==> src/rtl/seq_pkg.sv <==
// Shared types and helpers for the instruction sequencer and decode controller.
// Holds the FSM state encoding, ARM condition codes, opcode classes and cond_pass().
package seq_pkg;

  typedef enum logic [2:0] {
    S_IDLE   = 3'd0,
    S_FETCH  = 3'd1,
    S_DECODE = 3'd2,
    S_EXEC   = 3'd3,
    S_MEM    = 3'd4,
    S_WB     = 3'd5,
    S_FAULT  = 3'd6
  } state_t;

  localparam logic [3:0] COND_EQ = 4'h0;
  localparam logic [3:0] COND_NE = 4'h1;
  localparam logic [3:0] COND_CS = 4'h2;
  localparam logic [3:0] COND_CC = 4'h3;
  localparam logic [3:0] COND_MI = 4'h4;
  localparam logic [3:0] COND_PL = 4'h5;
  localparam logic [3:0] COND_VS = 4'h6;
  localparam logic [3:0] COND_VC = 4'h7;
  localparam logic [3:0] COND_HI = 4'h8;
  localparam logic [3:0] COND_LS = 4'h9;
  localparam logic [3:0] COND_GE = 4'hA;
  localparam logic [3:0] COND_LT = 4'hB;
  localparam logic [3:0] COND_GT = 4'hC;
  localparam logic [3:0] COND_LE = 4'hD;
  localparam logic [3:0] COND_AL = 4'hE;

  localparam logic [1:0] OP_DP  = 2'b00;
  localparam logic [1:0] OP_MEM = 2'b01;
  localparam logic [1:0] OP_BR  = 2'b10;

  // nzcv packs N in bit 3 down to V in bit 0; the 1111 encoding executes unconditionally.
  function automatic logic cond_pass(input logic [3:0] cond, input logic [3:0] nzcv);
    logic n, z, c, v;
    logic pass;
    {n, z, c, v} = nzcv;
    case (cond)
      COND_EQ: pass = z;
      COND_NE: pass = !z;
      COND_CS: pass = c;
      COND_CC: pass = !c;
      COND_MI: pass = n;
      COND_PL: pass = !n;
      COND_VS: pass = v;
      COND_VC: pass = !v;
      COND_HI: pass = c && !z;
      COND_LS: pass = !c || z;
      COND_GE: pass = (n == v);
      COND_LT: pass = (n != v);
      COND_GT: pass = !z && (n == v);
      COND_LE: pass = z || (n != v);
      COND_AL: pass = 1'b1;
      default: pass = 1'b1;
    endcase
    return pass;
  endfunction

endpackage

==> src/rtl/seq_wait_counter.sv <==
// Loadable down-counter with a zero flag; used for the imem timeout and multiply cycles.
// Decrement saturates at zero so a stalled phase cannot wrap around.
module seq_wait_counter #(
  parameter int WIDTH = 8
) (
  input  logic             CLOCK_50,
  input  logic             rst_n,
  input  logic             load,
  input  logic             dec,
  input  logic [WIDTH-1:0] load_val,
  output logic             zero
);

  logic [WIDTH-1:0] count;

  always_ff @(posedge CLOCK_50 or negedge rst_n) begin
    if (!rst_n) begin
      count <= '0;
    end else if (load) begin
      count <= load_val;
    end else if (dec && (count != '0)) begin
      count <= count - 1'b1;
    end
  end

  assign zero = (count == '0);

endmodule

==> src/rtl/instr_sequencer.sv <==
// Multi-cycle instruction sequencer: FETCH/DECODE/EXEC/MEM/WB control and commit strobes.
// Defining SEQ_PERF_EN adds the cycle_cnt / instr_cnt performance counters.
module instr_sequencer
  import seq_pkg::*;
#(
  parameter int MUL_CYCLES   = 3,
  parameter int IMEM_TIMEOUT = 255
) (
  input  logic        CLOCK_50,
  input  logic        rst_n,
  input  logic        run,
  input  logic [31:0] IR_in,
  input  logic [3:0]  Flags_in,
  input  logic        imem_ready,
  input  logic        dmem_ready,
  output logic        imem_req,
  output logic        ir_load,
  output logic        pc_inc,
  output logic        pc_load,
  output logic        dmem_req,
  output logic        commit_rd,
  output logic        commit_mem,
  output logic        commit_flags,
  output logic        busy,
  output logic        fault,
  output logic [2:0]  state_o
`ifdef SEQ_PERF_EN
  ,
  output logic [31:0] cycle_cnt,
  output logic [31:0] instr_cnt
`endif
);

  localparam int             TW         = $clog2(IMEM_TIMEOUT + 1);
  localparam logic [TW-1:0]  TMO_RELOAD = TW'(IMEM_TIMEOUT - 1);
  localparam logic [3:0]     MUL_RELOAD = 4'(MUL_CYCLES - 1);

  state_t state;
  assign state_o = state;

  // Instruction classification, read from the held IR contents.
  logic [1:0] op;
  logic       is_dp, is_br, is_mul, is_load, wb_rd, wb_flags;
  logic       unused_ir;

  assign op       = IR_in[27:26];
  assign is_dp    = (op == OP_DP);
  assign is_br    = (op == OP_BR);
  assign is_mul   = (IR_in[27:21] == 7'd0) && (IR_in[7:4] == 4'b1001);
  assign is_load  = (op == OP_MEM) && IR_in[20];
  assign wb_rd    = (is_dp && (IR_in[24:23] != 2'b10)) || is_load || (is_br && IR_in[24]);
  assign wb_flags = is_dp && IR_in[20];
  assign unused_ir = ^{IR_in[19:8], IR_in[3:0]};

  logic tmo_load, tmo_zero, mul_zero;

  assign tmo_load = run && ((state == S_IDLE) || (state == S_WB));

  seq_wait_counter #(.WIDTH(TW)) u_imem_tmo (
    .CLOCK_50 (CLOCK_50),
    .rst_n    (rst_n),
    .load     (tmo_load),
    .dec      (state == S_FETCH),
    .load_val (TMO_RELOAD),
    .zero     (tmo_zero)
  );

  seq_wait_counter #(.WIDTH(4)) u_mul_wait (
    .CLOCK_50 (CLOCK_50),
    .rst_n    (rst_n),
    .load     (state == S_DECODE),
    .dec      (state == S_EXEC),
    .load_val (MUL_RELOAD),
    .zero     (mul_zero)
  );

  // Handshake: a request is raised on entry to its phase and held every cycle until the
  // matching ready is sampled high; that ready cycle is the transfer, and the only cycle
  // in which the Mealy ir_load / commit_mem strobes can fire.
  assign ir_load    = (state == S_FETCH) && imem_ready;
  assign commit_mem = (state == S_MEM) && dmem_ready && !IR_in[20];

  always_ff @(posedge CLOCK_50 or negedge rst_n) begin
    if (!rst_n) begin
      state        <= S_IDLE;
      imem_req     <= 1'b0;
      dmem_req     <= 1'b0;
      pc_inc       <= 1'b0;
      pc_load      <= 1'b0;
      commit_rd    <= 1'b0;
      commit_flags <= 1'b0;
      busy         <= 1'b0;
      fault        <= 1'b0;
    end else begin
      imem_req     <= 1'b0;
      dmem_req     <= 1'b0;
      pc_inc       <= 1'b0;
      pc_load      <= 1'b0;
      commit_rd    <= 1'b0;
      commit_flags <= 1'b0;
      case (state)
        S_IDLE: begin
          if (run) begin
            state    <= S_FETCH;
            imem_req <= 1'b1;
            busy     <= 1'b1;
          end
        end
        S_FETCH: begin
          if (imem_ready) begin
            state <= S_DECODE;
          end else if (tmo_zero) begin
            state <= S_FAULT;
            fault <= 1'b1;
          end else begin
            imem_req <= 1'b1;
          end
        end
        S_DECODE: begin
          // Flags are only looked at here; a failed condition retires as a plain PC step.
          if (cond_pass(IR_in[31:28], Flags_in)) begin
            state <= S_EXEC;
          end else begin
            state  <= S_WB;
            pc_inc <= 1'b1;
          end
        end
        S_EXEC: begin
          if (op == OP_MEM) begin
            state    <= S_MEM;
            dmem_req <= 1'b1;
          end else if (is_mul && !mul_zero) begin
            state <= S_EXEC;
          end else begin
            // op=11 decodes to no commits and no branch, so it retires as a skip.
            state        <= S_WB;
            commit_rd    <= wb_rd;
            commit_flags <= wb_flags;
            pc_load      <= is_br;
            pc_inc       <= !is_br;
          end
        end
        S_MEM: begin
          if (dmem_ready) begin
            state     <= S_WB;
            commit_rd <= is_load;
            pc_inc    <= 1'b1;
          end else begin
            dmem_req <= 1'b1;
          end
        end
        S_WB: begin
          if (run) begin
            state    <= S_FETCH;
            imem_req <= 1'b1;
          end else begin
            state <= S_IDLE;
            busy  <= 1'b0;
          end
        end
        S_FAULT: begin
          fault <= 1'b1;
        end
        default: begin
          state <= S_IDLE;
          busy  <= 1'b0;
        end
      endcase
    end
  end

`ifdef SEQ_PERF_EN
  logic pass_q;

  always_ff @(posedge CLOCK_50 or negedge rst_n) begin
    if (!rst_n) begin
      cycle_cnt <= 32'd0;
      instr_cnt <= 32'd0;
      pass_q    <= 1'b0;
    end else begin
      if (busy) begin
        cycle_cnt <= cycle_cnt + 32'd1;
      end
      if (state == S_DECODE) begin
        pass_q <= cond_pass(IR_in[31:28], Flags_in);
      end
      if ((state == S_WB) && pass_q) begin
        instr_cnt <= instr_cnt + 32'd1;
      end
    end
  end
`endif

endmodule

==> config.mk <==
export PLATFORM = sky130hd
export DESIGN_NAME = instr_sequencer
export DESIGN_NICKNAME = d
export VERILOG_FILES = /design/src/rtl/seq_pkg.sv /design/src/rtl/seq_wait_counter.sv /design/src/rtl/instr_sequencer.sv
export SDC_FILE = /design/constraint.sdc
export NUM_CORES = 1
export LEC_CHECK = 0
export ABC_CLOCK_PERIOD_IN_PS = 2000
export BUFFER_PORTS_ARGS = -buffer_cell sky130_fd_sc_hd__buf_2
export CORE_ASPECT_RATIO = 0.75
export CORE_MARGIN = 4
export CORE_UTILIZATION = 35
export DETAILED_ROUTE_END_ITERATION = 10
export GPL_TIMING_DRIVEN = 0
export PLACE_DENSITY = 0.68
export SYNTH_ARGS = -nofsm -noshare
export SYNTH_HDL_FRONTEND = slang
export SYNTH_SLANG_ARGS = --single-unit
==> constraint.sdc <==
create_clock -name CLOCK_50 -period 2 [get_ports CLOCK_50]
set_input_delay 0 -clock CLOCK_50 [delete_from_list [all_inputs] [get_ports CLOCK_50]]
set_output_delay 0 -clock CLOCK_50 [all_outputs]
set_load 0.05 [all_outputs]
After elaboration in Yosys (flattened, before gate mapping) --
Index checks and enable logic that the tools add are counted.
Cells by class: add/sub/neg operators 2, equality and inequality tests 31, muxes and demuxes 43, bitwise logic cells 2, reduce and logical (&&, ||, !) cells 42
Operators with widths (count):
- 4-bit == test (second input constant) | 7
- 1-bit two-way mux | 24
- 3-bit two-way mux | 7
- 3-bit one-hot mux with 7 select lines | 1
- 4-bit by 3-bit == test with 1-bit output (second input constant) | 4
- 8-bit two-way mux | 2
- 1-bit logical AND | 14
- 1-bit one-hot mux with 14 select lines | 1
- 2-bit inequality test (second input constant) | 6
- 3-bit == test (second input constant) | 3
- 4-bit by 2-bit == test with 1-bit output (second input constant) | 2
- 4-bit logical NOT | 2
- 8-bit logical NOT | 1
- 4-bit two-way mux | 2
- 1-bit one-hot mux with 2 select lines | 4
- 8-bit nonzero test | 1
- 8-bit by 1-bit subtractor with 8-bit output (second input constant) | 1
- 1-bit logical NOT | 7
- 7-bit logical NOT | 1
- 3-bit by 2-bit == test with 1-bit output (second input constant) | 2
- 1-bit one-hot mux with 3 select lines | 2
- 3-bit AND reduction | 2
- 2-bit nonzero test | 3
- 1-bit logical OR | 5
- 15 further kinds | 16
Storage, ports and cells: bits in registers 23, input bits 41, output and inout port bits 13, word-level logic and storage cells 131

Depth between registers and ports, before layout --
Gate-level depths: netlist (run 1).
depth after elaboration 7, gate-level depth with buffers 7

Hierarchy --
Synthesis (run 1) repeated with hierarchy kept, for this count alone.
Unflattened totals: cells, all modules 189, area, all modules 1641.6 µm²
Modules (own cells, without submodules):
- instr_sequencer | times used 1, cells an instance 104, area an instance 843.3 µm²
- seq_wait_counter at u_imem_tmo | times used 1, cells an instance 58, area an instance 528.0 µm²
- seq_wait_counter at u_mul_wait | times used 1, cells an instance 27, area an instance 270.3 µm²

Worst setup path after synthesis (run 1) --
No wires, ideal clock.
path type register -> output, start point reg state[0], in the netlist state_o[0], end point out commit_mem, arrival 2.102 ns, data required time 2.000 ns, path slack -0.102 ns, stages on the path, launching flop included 4, path through dfrtp_1 buf_6 nand2b_1 nor3_1
Between the ends: longest elaborated chain between the ends 3
RTL lines:
- start, declared | RTL line instr_sequencer.sv:38 | state_t state;
- start signal, assigned | RTL line instr_sequencer.sv:85 | state <= S_IDLE;
- start signal, assigned | RTL line instr_sequencer.sv:104 | state <= S_FETCH;
- start signal, assigned | RTL line instr_sequencer.sv:111 | state <= S_DECODE;
- 3-bit == test | RTL line instr_sequencer.sv:81 | assign commit_mem = (state == S_MEM) && dmem_ready && !IR_in[20];
- 1-bit logical AND (2 in series) | RTL line instr_sequencer.sv:81
- end, declared | RTL line instr_sequencer.sv:22 | output logic commit_mem,
No other way between the ends.

Worst setup path after layout (run 1) --
start point reg u_mul_wait.count[0], end point reg commit_flags
Between the ends: longest elaborated chain between the ends 6
RTL lines:
- start, declared | RTL line seq_wait_counter.sv:14 | logic [WIDTH-1:0] count;
- start signal, assigned | RTL line seq_wait_counter.sv:20 | count <= load_val;
- start signal, assigned | RTL line seq_wait_counter.sv:22 | count <= count - 1'b1;
- 4-bit logical NOT | RTL line seq_wait_counter.sv:26 | assign zero = (count == '0);
- 1-bit logical NOT | RTL line instr_sequencer.sv:132 | end else if (is_mul && !mul_zero) begin
- 1-bit logical AND | RTL line instr_sequencer.sv:132
- 1-bit two-way mux | RTL line instr_sequencer.sv:132
- 1-bit two-way mux | RTL line instr_sequencer.sv:129 | if (op == OP_MEM) begin
- 1-bit two-way mux | RTL line instr_sequencer.sv:101 | case (state)
- end signal, assigned | RTL line instr_sequencer.sv:138 | commit_flags <= wb_flags;
- end, declared | RTL line instr_sequencer.sv:23 | output logic commit_flags,
No other way between the ends. A chain may end at the register's enable or synchronous reset.

==> results of run 1 <==
[metal layers]
layer	up-vias	global-route usage (%)	part of all wire [%]
met5	-	0	0
met4	0	4.15	1.2
met3	5	1.25	2.9
met2	20	18.7	44
met1	639	17.7	52
li1	666	-	-
[metrics by stage]
step | hold slack (ns) | worst slack, ns
6_report | 0.0273 | 0.161
2_1_floorplan | -0.296 | 0.127
5_1_grt | 0.0358 | 0.0638
3_5_place_dp | 0.0163 | 0.179
4_1_cts | 0.0296 | 0.152
3_3_place_gp | 0.00446 | 0.187
[sequential cells by signal, indices dropped and copies added, names as in the netlist]
register          flops
state_o               3
busy                  1
imem_req              1
u_imem_tmo.count      8
commit_flags          1
u_mul_wait.count      4
dmem_req              1
pc_inc                1
pc_load               1
fault                 1
commit_rd             1
[worst max-delay path, cell delays in order (launching register included)]
cell and delay [ns]:
dfrtp_1 0.38, inv_1 0.09, ha_1 0.16, or3b_2 0.47, nand4_1 0.12, and2_1 0.18, nor2b_1 0.21, and3b_1 0.18
[path summary, 6_finish.rpt]
check | endpoint | slack, ns | depth (start not counted) | start
max in group asynchronous | u_mul_wait.count[1]$_DFFE_PN0P_ | 1.40 | 2 | rst_n
max reg2reg | commit_flags$_DFF_PN0_ | 0.16 | 7 | u_mul_wait.count[0]$_DFFE_PN0P_
max | commit_flags$_DFF_PN0_ | 0.16 | 7 | u_mul_wait.count[0]$_DFFE_PN0P_
min | commit_flags$_DFF_PN0_ | 0.03 | 2 | IR_in[20]
min in group asynchronous | u_imem_tmo.count[4]$_DFFE_PN0P_ | 0.24 | 2 | rst_n
min reg2reg | fault$_DFFE_PN0P_ | 0.50 | 1 | fault$_DFFE_PN0P_
[layout by cell type (no fill, tap or decap), types with 5 or more instances in the layout]
| master | n |
|---|---|
| buf_2 | 37 |
| dfrtp_1 | 23 |
| nand2_1 | 13 |
| nor2_1 | 12 |
| o21ai_0 | 11 |
| inv_1 | 9 |
| xnor2_1 | 8 |
| a21oi_1 | 6 |
| nand2b_1 | 5 |
[cell type report]
type,instances,area (um2),share of cell area [%]
inverters,9,33.8,1.81
well taps,55,68.8,3.68
multi-input cells,124,888,47.6
clock buffers,4,45.0,2.41
flip-flops and latches,23,576,30.8
plain buffers,5,51.3,2.75
repair buffers,39,205,11.0
[where the power goes]
part           internal [uW]  leakage, uW  switching (uW)
logic                    480     0.000544             770
registers                615     0.000267             129
clock network            142    0.0000228             149
total                   1240     0.000833            1050
[logic make-up (layout without fill, tap and decap cells)]
| kind of cell | count (synthesis) | after routing | share of synthesized area [%] |
|---|---|---|---|
| simple gates | 70 | 70 | 28.8 |
| compound gates | 39 | 39 | 18.6 |
| flops | 23 | 23 | 37.3 |
| buf+inv | 14 | 57 | 5.51 |
| xor+xnor | 9 | 9 | 5.11 |
| fa+ha+maj | 3 | 3 | 2.43 |
| mux | 3 | 3 | 2.35 |
[repair_timing]
action / in CTS / in global routing
hold buffers: 2 / 0
endpoints found under the hold margin: 24 / 0
setup endpoints to repair: 0 / 0
==> qor.yml, run 1 <==
outcome:
  status: "finished, final reports clean"
clock_tree:
  cts_sinks: 23
  h-tree-depth: 1
  cts_buffers: 3
  cts_setup_buffers: 0
  clkTransAtPathRegs_ns: 0.08
  root_buffer: "clkbuf_8"
  cts_tree: "built"
  insertion_delay_ns: 0.26
  clock_path_buffers: 2
  cts_resized: 0
sta:
  fin_worst_skew_ns: 0.00170
  fin_tns_setup_ns: 0
  rsz0062_at_grt: "no"
  min_period_ns: 1.84
  maxSlewHeadroom_pct: 64.5
  tightest_slew_ns: 0.532
  slew_violations: 0
  min_period_over_period_pct: 91.9
  hold_viol_final: 0
  clock.fmax_mhz: 544
  final-setup-viol-count: 0
power:
  power_uw: 2290
  power.density_mw_per_mm2: 1220
  ir_worst_vdd_mv: 0.595
  power.leakage_uw: 0.000833
drt:
  post-route-drc-count: 0
  wl_per_cell_um: 12.5
  drtIter0Drc: 55
  vias: 1330
  viasPerCell: 5.14
  drt_wl_total_um: 3240
  postRouteAntennaNets: 0
  firstDrtPassIters: 4
floorplan:
  rows: 20
  die_area_mm2: 0.00555
  core_area_mm2: 0.00415
  die_w_um: 84.7
  ios: 54
  start_util_pct: 37.2
  die_h_um: 65.5
yosys:
  synth_nets: 205
  synthTopCellsByCount: "dfrtp_1, nand2_1, nor2_1"
  syn-instance-count: 161
  synthArstFlopShare_pct: 100
  ys_top_cells_by_area: "dfrtp_1, xnor2_1, o21ai_0"
  synth_top_area_share_pct: 37.3
  synth_warnings: 0
  synth_seq_cells: 23
  synth_edf_count: 0
  ys_types: 57
  yosysMostFrequentCell: "dfrtp_1"
  syn_area_mm2: 0.00154
  yosys.area.top_type: "dfrtp_1"
  ys_seq_area_share_pct: 37.3
  synth_flop_cell: "dfrtp_1"
  postSynthAreaPerCell_um2: 9.59
min_path:
  hp-class: "in -> reg"
job:
  maxCapViolCount: 0
place:
  gp_congestion: 0.797
  numPortBuffers: 37
  hpwl_um: 2500
  dp.cells: 253
  placement.cell_area_mm2: 0.00180
finish:
  nNetsFinal: 249
  area_delta_synth_final_pct: 21.0
  fin_cells: 259
  n_fill_cell: 421
  antenna_cells: 0
  final_util_pct: 45.0
  design_area_mm2: 0.00187
  drive_gt1_share_pct: 31.4
global_routing:
  grt_pass1_wl_um: 5530
  first_global_vias: 1214
  grt_use_total_pct: 12.1
  grt_max_degree: 24
  antenna_found_initial: 0
  grt.overflow.total: 0
setup_path:
  start_kind: "flip-flop"
  critPathCaptureType: "flip-flop"
  arrival_ns: 2.04
  cp_data_required_time_ns: 2.21
  criticalPathCategory: "reg -> reg"
  crit_fanout: 3
Note: power is estimated with default switching activity, not from simulation.
==> run 2, diff against run 1 <==
--- a/config.mk
+++ b/config.mk
@@ -12,7 +12,6 @@
 export CORE_UTILIZATION = 35
 export DETAILED_ROUTE_END_ITERATION = 10
 export GPL_TIMING_DRIVEN = 0
-export PLACE_DENSITY = 0.68
 export SYNTH_ARGS = -nofsm -noshare
 export SYNTH_HDL_FRONTEND = slang
 export SYNTH_SLANG_ARGS = --single-unit
==> qor.yml, run 2 (synthesis results as in run 1) <==
global_routing:
  grt_max_degree: 24
  grt_pass1_wl_um: 5800
  first_global_vias: 1247
  grt.overflow.total: 0
  antenna_found_initial: 0
  grt_use_total_pct: 12.9
sta:
  hold_viol_final: 0
  fin_worst_skew_ns: 0.00750
  final-setup-viol-count: 0
  maxSlewHeadroom_pct: 65.9
  hold_slack_ns: 0.0220
  slew_violations: 0
  rsz0062_at_grt: "no"
  min_period_ns: 1.84
  min_period_over_period_pct: 92.0
  clock.fmax_mhz: 544
  fin_tns_setup_ns: 0
  tightest_slew_ns: 0.511
place:
  gp_congestion: 0.807
  hpwl_um: 2630
  placement.cell_area_mm2: 0.00180
  numPortBuffers: 37
setup_path:
  cp_data_required_time_ns: 2.21
  r2r-start: "u_mul_wait.count[0]$_DFFE_PN0P_"
  critPathCaptureType: "flip-flop"
  crit_fanout: 3
  path_delay_family: "simple AND/OR/NAND/NOR gates"
  reg2regPathDepth: 7
  r2r_slack_ns: 0.16
  start_kind: "flip-flop"
  criticalPathCategory: "reg -> reg"
  crit_chain: "inv_1, ha_1, or3b_2, nand4_1, and2_1, nor2b_1, and3b_1"
  r2r-end: "commit_flags$_DFF_PN0_"
  startpoint: "u_mul_wait.count[0]$_DFFE_PN0P_"
  arrival_ns: 2.05
  slowest_delay_ns: 0.47
  critPathSlowestCell: "or3b_2"
  path_buf_inv: 1
finish:
  drive_gt1_share_pct: 31.9
  final_common_cell: "buf_2"
  final_util_pct: 45.0
  layout_common_cells: "buf_2, dfrtp_1, nand2_1"
  largest_reg_flops: 8
  design_area_mm2: 0.00187
  area_delta_synth_final_pct: 21.1
  top_register: "u_imem_tmo.count"
  nNetsFinal: 249
  antenna_cells: 0
drt:
  firstDrtPassIters: 4
  post-route-drc-count: 0
  wl_per_cell_um: 12.9
  drtIter0Drc: 87
  viasPerCell: 4.96
  drt_wl_total_um: 3340
  vias: 1284
  postRouteAntennaNets: 0
power:
  power.leakage_uw: 0.000836
  power.density_mw_per_mm2: 1230
  ir_worst_vdd_mv: 0.602
floorplan:
  ios: 54
  die_w_um: 84.7
  core_area_mm2: 0.00415
  die_area_mm2: 0.00555
  rows: 20
  start_util_pct: 37.2
  die_h_um: 65.5
min_path:
  min_to: "commit_flags$_DFF_PN0_"
  holdPathStages: 2
  hp-class: "in -> reg"
  hold_start: "IR_in[20]"
clock_tree:
  cts_resized: 0
  cts_buffers: 3
  root_buffer: "clkbuf_8"
  clkTransAtPathRegs_ns: 0.09
  insertion_delay_ns: 0.27
  cts_sinks: 23
  h-tree-depth: 1
  cts_tree: "built"
  clock_path_buffers: 2
outcome:
  status: "finished, final reports clean"
job:
  maxCapViolCount: 0
## run 2: worst max path at each step
stage	to	slack (ns)	cells after the start
after floorplan	state_o[1]$_DFFE_PN0P_	0.13	5
after global placement	commit_flags$_DFF_PN0_	0.18	7
after detailed placement	commit_flags$_DFF_PN0_	0.17	7
after CTS	commit_flags$_DFF_PN0_	0.14	7
after global routing	commit_flags$_DFF_PN0_	0.007	7
final	commit_flags$_DFF_PN0_	0.16	7
## run 2: what timing repair did
action,CTS,global route
buffers inserted,0,0
endpoints found under the hold margin,24,0
hold buffers,2,0
## run 2: layer usage
metal	track usage (%)	part of all wire, %
met5	0	0
met3	3.76	7.3
met4	1.78	0.39
met2	20.0	42
met1	18.3	50
## run 2: area by class of cell
type	instances	area, um2
tap	55	68.8
sequential	23	576
inverter	9	33.8
multi-input combinational	124	888
clock inverter	1	5.00
timing repair buffer	39	205
fill	428	2280
buffer	5	51.3
clock buffer	3	41.3
## run 2: power by group
group          total [uW]  leakage (uW)  internal, uW  switching (uW)
sequential            738      0.000267           615             123
combinational        1270      0.000544           482             792
clock                 290     0.0000255           139             151
## run 2: worst reg2reg max path, delay by kind of cell (launching register included)
| kind | cells | cell delay, ns |
|---|---|---|
| buffers and inverters | 1 | 0.10 |
| adder cells (fa/ha/maj) | 1 | 0.17 |
| flip-flops | 1 | 0.38 |
| AND/OR/NAND/NOR | 5 | 1.15 |
## run 2: per-stage QoR
stage / total power [uW] / worst slack, ns / cells
global route: 2490 / 0.00734 / 259
finish: 2300 / 0.160 / 259
CTS: 2330 / 0.144 / 259
floorplan: 1720 / 0.127 / 161
detailed placement: 2020 / 0.172 / 253
global placement: 2000 / 0.178 / 253
